**src/rtl/seven_seg_editor.sv**
```systemverilog
// Multi-digit BCD editor: debounced buttons edit a value under a cursor,
// and a time-multiplexed scan drives the segments with a blinking cursor.
//
// Ports:
//   clk, rstn                  clock, async active-low reset
//   btn_inc/dec/left/right     raw buttons, 0 = pushed
//   load, load_value           synchronous preset (nibbles clamped)
//   seg                        active-low segments, bit7 = dp (kept off)
//   dig                        active-low one-cold digit select
//   value, cursor              current edited value and cursor index
//   heartbeat                  blink phase
module seven_seg_editor #(
  parameter int NUM_DIGITS      = 4,
  parameter int SCAN_DIV        = 50000,
  parameter int DEBOUNCE_CYCLES = 500000,
  parameter int BLINK_DIV       = 12500000,
  parameter int MAX_VALUE       = 9,
  parameter int WRAP            = 0
) (
  input  logic                            clk,
  input  logic                            rstn,
  input  logic                            btn_inc,
  input  logic                            btn_dec,
  input  logic                            btn_left,
  input  logic                            btn_right,
  input  logic                            load,
  input  logic [4*NUM_DIGITS-1:0]         load_value,
  output logic [7:0]                      seg,
  output logic [NUM_DIGITS-1:0]           dig,
  output logic [4*NUM_DIGITS-1:0]         value,
  output logic [$clog2(NUM_DIGITS)-1:0]   cursor,
  output logic                            heartbeat
);

  localparam int CW = $clog2(NUM_DIGITS);
  localparam int VW = 4 * NUM_DIGITS;
  localparam int DW = $clog2(DEBOUNCE_CYCLES + 1);
  localparam int SW = $clog2(SCAN_DIV + 1);
  localparam int BW = $clog2(BLINK_DIV + 1);

  localparam logic [3:0]    MAXV    = 4'(MAX_VALUE);
  localparam logic [CW-1:0] CUR_TOP = CW'(NUM_DIGITS - 1);
  localparam logic [DW-1:0] DEB_TOP = DW'(DEBOUNCE_CYCLES - 1);
  localparam logic [SW-1:0] SCN_TOP = SW'(SCAN_DIV - 1);
  localparam logic [BW-1:0] BLK_TOP = BW'(BLINK_DIV - 1);

  // Button order: 0 inc, 1 dec, 2 left, 3 right
  logic [3:0]    raw;
  logic [3:0]    sync1_q;
  logic [3:0]    sync2_q;
  logic [3:0]    stable_q;
  logic [3:0]    armed_q;
  logic [3:0]    pulse_q;
  logic [DW-1:0] deb_q [4];

  assign raw = {btn_right, btn_left, btn_dec, btn_inc};

  // Synchronisers reset to "pushed" and a press is only armed once a
  // released level has been seen, so a button held through reset
  // produces no pulse until it is released and pressed again.
  always_ff @(posedge clk or negedge rstn) begin
    if (!rstn) begin
      sync1_q  <= '0;
      sync2_q  <= '0;
      stable_q <= '1;
      armed_q  <= '0;
      pulse_q  <= '0;
      for (int b = 0; b < 4; b++) deb_q[b] <= '0;
    end else begin
      sync1_q <= raw;
      sync2_q <= sync1_q;
      armed_q <= armed_q | sync2_q;
      for (int b = 0; b < 4; b++) begin
        pulse_q[b] <= 1'b0;
        if (sync2_q[b] == stable_q[b]) begin
          deb_q[b] <= '0;
        end else if (deb_q[b] == DEB_TOP) begin
          deb_q[b]    <= '0;
          stable_q[b] <= sync2_q[b];
          pulse_q[b]  <= stable_q[b] & armed_q[b];
        end else begin
          deb_q[b] <= deb_q[b] + 1'b1;
        end
      end
    end
  end

  logic          inc_p, dec_p, left_p, right_p;
  logic [VW-1:0] value_q, value_d;
  logic [CW-1:0] cursor_q, cursor_d;
  logic [3:0]    cur_dig;
  logic [3:0]    ld_nib;

  assign inc_p   = pulse_q[0];
  assign dec_p   = pulse_q[1];
  assign left_p  = pulse_q[2];
  assign right_p = pulse_q[3];
  assign cur_dig = value_q[4*int'(cursor_q) +: 4];

  always_comb begin
    value_d  = value_q;
    cursor_d = cursor_q;
    ld_nib   = '0;
    if (load) begin
      for (int i = 0; i < NUM_DIGITS; i++) begin
        ld_nib = load_value[4*i +: 4];
        value_d[4*i +: 4] = (ld_nib > MAXV) ? MAXV : ld_nib;
      end
    end else if (inc_p && !dec_p) begin
      if (cur_dig >= MAXV)
        value_d[4*int'(cursor_q) +: 4] = (WRAP != 0) ? 4'd0 : MAXV;
      else
        value_d[4*int'(cursor_q) +: 4] = cur_dig + 4'd1;
    end else if (dec_p && !inc_p) begin
      if (cur_dig == 4'd0)
        value_d[4*int'(cursor_q) +: 4] = (WRAP != 0) ? MAXV : 4'd0;
      else
        value_d[4*int'(cursor_q) +: 4] = cur_dig - 4'd1;
    end
    // Cursor edits use the same old cursor as the digit edit above.
    if (left_p && !right_p) begin
      if (cursor_q != CUR_TOP) cursor_d = cursor_q + 1'b1;
    end else if (right_p && !left_p) begin
      if (cursor_q != '0) cursor_d = cursor_q - 1'b1;
    end
  end

  always_ff @(posedge clk or negedge rstn) begin
    if (!rstn) begin
      value_q  <= '0;
      cursor_q <= '0;
    end else begin
      value_q  <= value_d;
      cursor_q <= cursor_d;
    end
  end

  logic [BW-1:0] blk_q;
  logic          hb_q;

  always_ff @(posedge clk or negedge rstn) begin
    if (!rstn) begin
      blk_q <= '0;
      hb_q  <= 1'b0;
    end else if (blk_q == BLK_TOP) begin
      blk_q <= '0;
      hb_q  <= ~hb_q;
    end else begin
      blk_q <= blk_q + 1'b1;
    end
  end

  function automatic logic [7:0] seg_of(input logic [3:0] d);
    case (d)
      4'd0:    seg_of = 8'hC0;
      4'd1:    seg_of = 8'hF9;
      4'd2:    seg_of = 8'hA4;
      4'd3:    seg_of = 8'hB0;
      4'd4:    seg_of = 8'h99;
      4'd5:    seg_of = 8'h92;
      4'd6:    seg_of = 8'h82;
      4'd7:    seg_of = 8'hD8;
      4'd8:    seg_of = 8'h80;
      4'd9:    seg_of = 8'h90;
      default: seg_of = 8'h89;
    endcase
  endfunction

  logic [SW-1:0]         scn_q;
  logic [CW-1:0]         idx_q;
  logic [7:0]            seg_q, seg_d;
  logic [NUM_DIGITS-1:0] dig_q, dig_d;

  always_comb begin
    dig_d = ~(NUM_DIGITS'(1) << idx_q);
    if (idx_q == cursor_q && hb_q)
      seg_d = 8'hFF;
    else
      seg_d = seg_of(value_q[4*int'(idx_q) +: 4]);
  end

  always_ff @(posedge clk or negedge rstn) begin
    if (!rstn) begin
      scn_q <= '0;
      idx_q <= '0;
      seg_q <= 8'hFF;
      dig_q <= '1;
    end else begin
      seg_q <= seg_d;
      dig_q <= dig_d;
      if (scn_q == SCN_TOP) begin
        scn_q <= '0;
        idx_q <= (idx_q == CUR_TOP) ? '0 : idx_q + 1'b1;
      end else begin
        scn_q <= scn_q + 1'b1;
      end
    end
  end

  assign seg       = seg_q;
  assign dig       = dig_q;
  assign value     = value_q;
  assign cursor    = cursor_q;
  assign heartbeat = hb_q;

endmodule

```
**config.mk**
```make
export PLATFORM = sky130hd
export DESIGN_NAME = seven_seg_editor
export DESIGN_NICKNAME = d
export VERILOG_FILES = /design/src/rtl/seven_seg_editor.sv
export SDC_FILE = /design/constraint.sdc
export NUM_CORES = 1
export LEC_CHECK = 0
export CORE_MARGIN = 3
export CORE_UTILIZATION = 60
export DETAILED_ROUTE_END_ITERATION = 10
export GPL_TIMING_DRIVEN = 1
export PLACE_DENSITY = 0.83
export SLEW_MARGIN = 20
export SYNTH_ARGS = -nofsm -noshare
export SYNTH_HDL_FRONTEND = slang
export SYNTH_SLANG_ARGS = --single-unit
```
**constraint.sdc**
```tcl
create_clock -name clk -period 6.3 [get_ports clk]
set_input_delay 0.63 -clock clk [delete_from_list [all_inputs] [get_ports clk]]
set_output_delay 0.63 -clock clk [all_outputs]
set_load 0.005 [all_outputs]
```
# Word-level counts from Yosys, hierarchy flattened
# Memory sizes are Yosys's and may differ from the RTL's.
# Cells that the tools add are included.
totals:
  regBits: 169
  romBits: 112
  in_bits: 23
  output_inout_bits: 31
  mem_count: 1
mem_list:
  columns: ["name", "depth", "width", "read_ports", "rd_ports_with_merged_regs", "write_ports", "line", "rtl"]
  rows:
  - ["(name not given)", 16, 7, 1, 0, 0, "154", "case (d)"]
op_classes:
  addsub: 12
  magnitude_cmp: 5
  eq_ne: 14
  shift: 8
  mux: 37
  bitwise_logic: 11
  reduce_logical: 19
ops:
  columns: ["operator", "n"]
  rows:
  - ["$mux 19", 8]
  - ["$mux 16", 6]
  - ["$add 19x1->19 const B", 4]
  - ["$eq 19x19->1 const B", 4]
  - ["$shiftx 4x33->16", 2]
  - ["$shiftx 4x33->16 const A", 2]
  - ["$bwmux 16", 4]
  - ["$neg 4->33", 1]
  - ["$shift 4x33->16 const A", 1]
  - ["$shiftx 16x5->4", 2]
  - ["$add 24x1->24 const B", 1]
  - ["$eq 24x24->1 const B", 1]
  - ["$mux 24", 1]
  - ["$add 16x1->16 const B", 1]
  - ["$eq 16x16->1 const B", 1]
  - ["$gt 4x4->1 const B", 4]
  - ["$mux 4", 4]
  - ["$mux 2", 5]
  - ["$mux 1", 8]
  - ["$mux 8", 1]
  - ["$reduce_and 2->1", 4]
  - ["$reduce_bool 2->1", 3]
  - ["$logic_and 1x1->1", 5]
  - ["$not 1->1", 5]
  - ["18 further kinds", 28]

# Longest topological paths before layout
depth:
  ltp_word: 8
  depth_mapped: 10
  mapped_depth_nobuf: 8

# Worst setup path after synthesis
# No wires, ideal clock.
synth_timing:
  path_type: "reg-to-reg"
  from: "register cursor_q[0] (netlist: cursor[0])"
  to: "register value_q[13] (netlist: value[13])"
  setup_ps: 125
  arrival_ps: 2440
  required_time_ps: 6175
  setup_slack_ps: 3736
  path_stages_with_launch: 11
  n_path_buf: 2
  synth_period_minus_slack_ps: 2564
  cell_sequence: "dfrtp_1 > buf_6 > mux4_2 > inv_1 > ha_1 > inv_1 > or3_1 > buf_2 > mux2i_1 > o211ai_1 > mux2_2"
synth_via:
  elab_chain_len: 8
  elab_cells_between_ends: 20
synth_lines:
  columns: ["item", "line", "rtl"]
  rows:
  - ["from (decl)", "90", "logic [CW-1:0] cursor_q, cursor_d;"]
  - ["from (signal assigned)", "134", "cursor_q <= cursor_d;"]
  - ["$shiftx 16x5->4", "98", "assign cur_dig = value_q[4*int'(cursor_q) +: 4];"]
  - ["$sub 4x1->4", "118", "value_d[4*int'(cursor_q) +: 4] = cur_dig - 4'd1;"]
  - ["$shiftx 4x33->16", "118", null]
  - ["$bwmux 16", "118", null]
  - ["$mux 16", "115", "if (cur_dig == 4'd0)"]
  - ["$mux 16", "114", "end else if (dec_p && !inc_p) begin"]
  - ["$mux 16 (*)", "109", "end else if (inc_p && !dec_p) begin"]
  - ["$mux 16 (*)", "104", "if (load) begin"]
  - ["to (signal assigned)", "133", "value_q <= value_d;"]
  - ["to (decl)", "89", "logic [VW-1:0] value_q, value_d;"]
# Mark *: on every way between the ends. The rest lies on a longest branch, timed or not. The select of a mux whose other input is x is not followed.
# A chain may end at the register's enable or synchronous reset.

# Worst setup path after layout
# Ends and elaborated chain as after synthesis.

==> impl_results.md <==
- Status: finished clean
- Final min period: 3615 ps
- Top_reg_cell synth: dfrtp_1
- Htree depth: 4
- Routability congestion estimate: 0.8875
- Largest cells by area after synthesis: dfrtp_1, xnor2_1, nor2_1, dfstp_2, xor2_1
- Final Hold Vio Count: 0
- Worst Setup Slack, final: 2685 ps
- Sequential-to-total area share from yosys stat: 47.90%
- WHS: 281.4 ps
- Num Clock Sinks: 168
- Async S/R FF share, synth: 100.0%
- RSZ-0062 raised after global routing: false
- IO buf count: 52
- Num CTS Buffers: 17
- Routed WL: 18.70 mm
- Area leader, netlist: dfrtp_1
- CTS Root Cell: clkbuf_16
- Most numerous cell in the Yosys netlist: dfrtp_1
- ANT cells: 0
- Die area: 16180 um2
- Worst skew pair latency: 430 ps
- Avg Cell Area, Syn: 9.861 um2
- Synth Instances: 894
- Initial antenna violation count: 0
- Global-route wire length before repair: 32.03 mm
- Synth Net Count: 940
- Top achievable clock speed: 276.6 MHz
- Layout Nets: 985
- Setup violations, final: 0
- Vias per std cell: 6.005
- Share of cells above drive strength 1: 8.307%
- Vias in the first global route: 6724
- WP data arrival: 3980 ps
- CTS tree: built
- CTS max path bufs: 2
- Worst-margin pin slew: 1108 ps
- Area Overhead vs Synth: 14.15%
- Worst-path clk slew: 70 ps
- CP Capture Type: flip-flop
- Critical path type: flip-flop to flip-flop
- Post-synth design cell area: 8816 um2
- Post-CTS sizing: 0
- Cell Area, Placed: 9460 um2
- Unique masters post-synth: 69
- Cells after DPL: 1100
- Rel. slew slack: 25.63%
- Final setup TNS: 0 ps
- WL/cell: 16.53 um
- Fin area: 10060 um2
- Post-Layout Cell Count: 1131
- GRT Overall Usage: 24.26%
- CP Launch Type: flip-flop
- DRT iter0 DRCs: 644
- Dpl hpwl: 12.24 mm
- Tcrit/Tclk final: 57.38%
- Number of remaining DRC errors: 0
- DR pass1 iterations: 8
- Row Count: 43
- Post-Place Worst Slack: 2807 ps
- Peak supply drop: 0.0001937 V
- Die H: 127.2 um
- EDFF count, synth: 0
- DR vias: 6792
- Flops & latches, synth: 168
- Max_cap viols: 0
- Final ANT Viol Nets: 0
- Worst hold path type: input pin to asynchronous set/reset pin
- Grt ovf: 0
- Starting density of the core: 62.30%
- CTS Hold Bufs: 0
- Req. time, crit path: 6670 ps
- Post-synth top area share: 43.43%
- Core ar.: 14150 um2
- Final Max Tran Viols: 0
- Maximum fanout along the worst path: 18
- Die X: 127.2 um
- Number of setup buffers added after CTS: 0
- Pwr dens: 242.5 nW/um2
- Leak Pwr: 4.112 nW
- Largest net degree at the start of global routing: 110
- Synth warn: 0
- Worst Clk Skew: 10.38 ps
- Post-synth top cells: dfrtp_1, nor2_1, xnor2_1
- I/O Pins: 54
## placed cells by master (no fill, tap or decap), types with 5 or more instances in the layout
cell,count
dfrtp_1,153
nor2_1,130
xnor2_1,70
nand2_1,66
clkdlybuf4s50_1,51
xor2_1,39
nand3_1,37
inv_1,34
o21ai_0,31
nor3_1,30
nand4_1,23
ha_1,23
nor4_1,20
a21oi_1,18
clkbuf_16,17
dfstp_2,15
nor2b_1,14
and4_1,12
nand2b_1,12
and3_1,11
mux4_2,8
or3_1,7
nor4b_1,6
or2_2,6
mux2_2,6
o21a_1,6
nor3b_1,6
buf_4,6
a211oi_1,5
## flip-flops by register name, summed over array words and instances (netlist names)
register and flops:
deb_q 76, blk_q 24, scn_q 16, value 16
seg 7, armed_q 4, dig 4, pulse_q 4
stable_q 4, sync1_q 4, sync2_q 4, cursor 2
idx_q 2, heartbeat 1
## layout make-up
class	instances	area, um2
fill	1025	4086
timing repair buffer	58	566.8
inverter	34	127.6
clock inverter	11	147.6
tap	180	225.2
sequential	168	4223
multi-input combinational	660	4327
clock buffer	20	446.7
## report_power, final
group / internal, mW / total (mW) / switching [mW] / leakage [nW]
combinational: 0.109 / 0.241 / 0.133 / 1.63
clock: 0.633 / 1.06 / 0.425 / 0.290
sequential: 1.11 / 1.14 / 0.0284 / 2.19
total: 1.85 / 2.44 / 0.586 / 4.11
## critical path, cell delays in order (launching register included)
cell      delay [ps]
dfrtp_1          730
mux4_2           720
inv_1            120
ha_1             210
nand2b_1         110
o21ai_1          880
mux2_2           420
o211ai_1         180
mux2_2           180
## worst paths after layout
kind	startpoint	end	slack (ps)	depth (start not counted)
max in group asynchronous	rstn	deb_q[56]$_DFF_PN0_	4590	2
worst min-delay path	rstn	value[10]$_DFFE_PN0P_	280	1
min in group clk	sync1_q[2]$_DFF_PN0_	sync2_q[2]$_DFF_PN0_	350	0
worst max-delay path	cursor[0]$_DFFE_PN0P_	value[13]$_DFFE_PN0P_	2680	8
worst min register to register	sync1_q[2]$_DFF_PN0_	sync2_q[2]$_DFF_PN0_	350	0
worst max register to register	cursor[0]$_DFFE_PN0P_	value[13]$_DFFE_PN0P_	2680	8
## logic make-up (layout without fill, tap and decap cells)
group | Yosys count | count (layout) | share of synthesized area (%)
AO/OA/AOI/OAI | 103 | 103 | 7.792
XOR/XNOR | 109 | 109 | 10.83
adder cells (fa/ha/maj) | 23 | 23 | 3.264
buffers and inverters | 66 | 123 | 3.193
flip-flops | 168 | 168 | 47.90
multiplexers | 18 | 18 | 3.264
other | 1 | 1 | 0.04254
AND/OR/NAND/NOR | 406 | 406 | 23.72
## routing by layer
metal	vias to the layer above	wire length (um)	part of all wire (%)	global-route usage, %
met4	0	439	2.3	10.54
met2	237	9051	48	39.20
met5	-	0	0	0
met1	3288	8037	43	31.66
met3	45	1167	6.2	5.518
li1	3222	-	-	-
## per-stage QoR
stage / total power [mW] / util, %
2_1_floorplan: 1.286 / -
3_3_place_gp: 1.389 / 66.86
3_5_place_dp: 1.396 / 66.86
4_1_cts: 2.452 / 71.06
5_1_grt: 2.534 / 71.12
6_report: 2.441 / 71.12
Power figures use the tool's default switching activity.
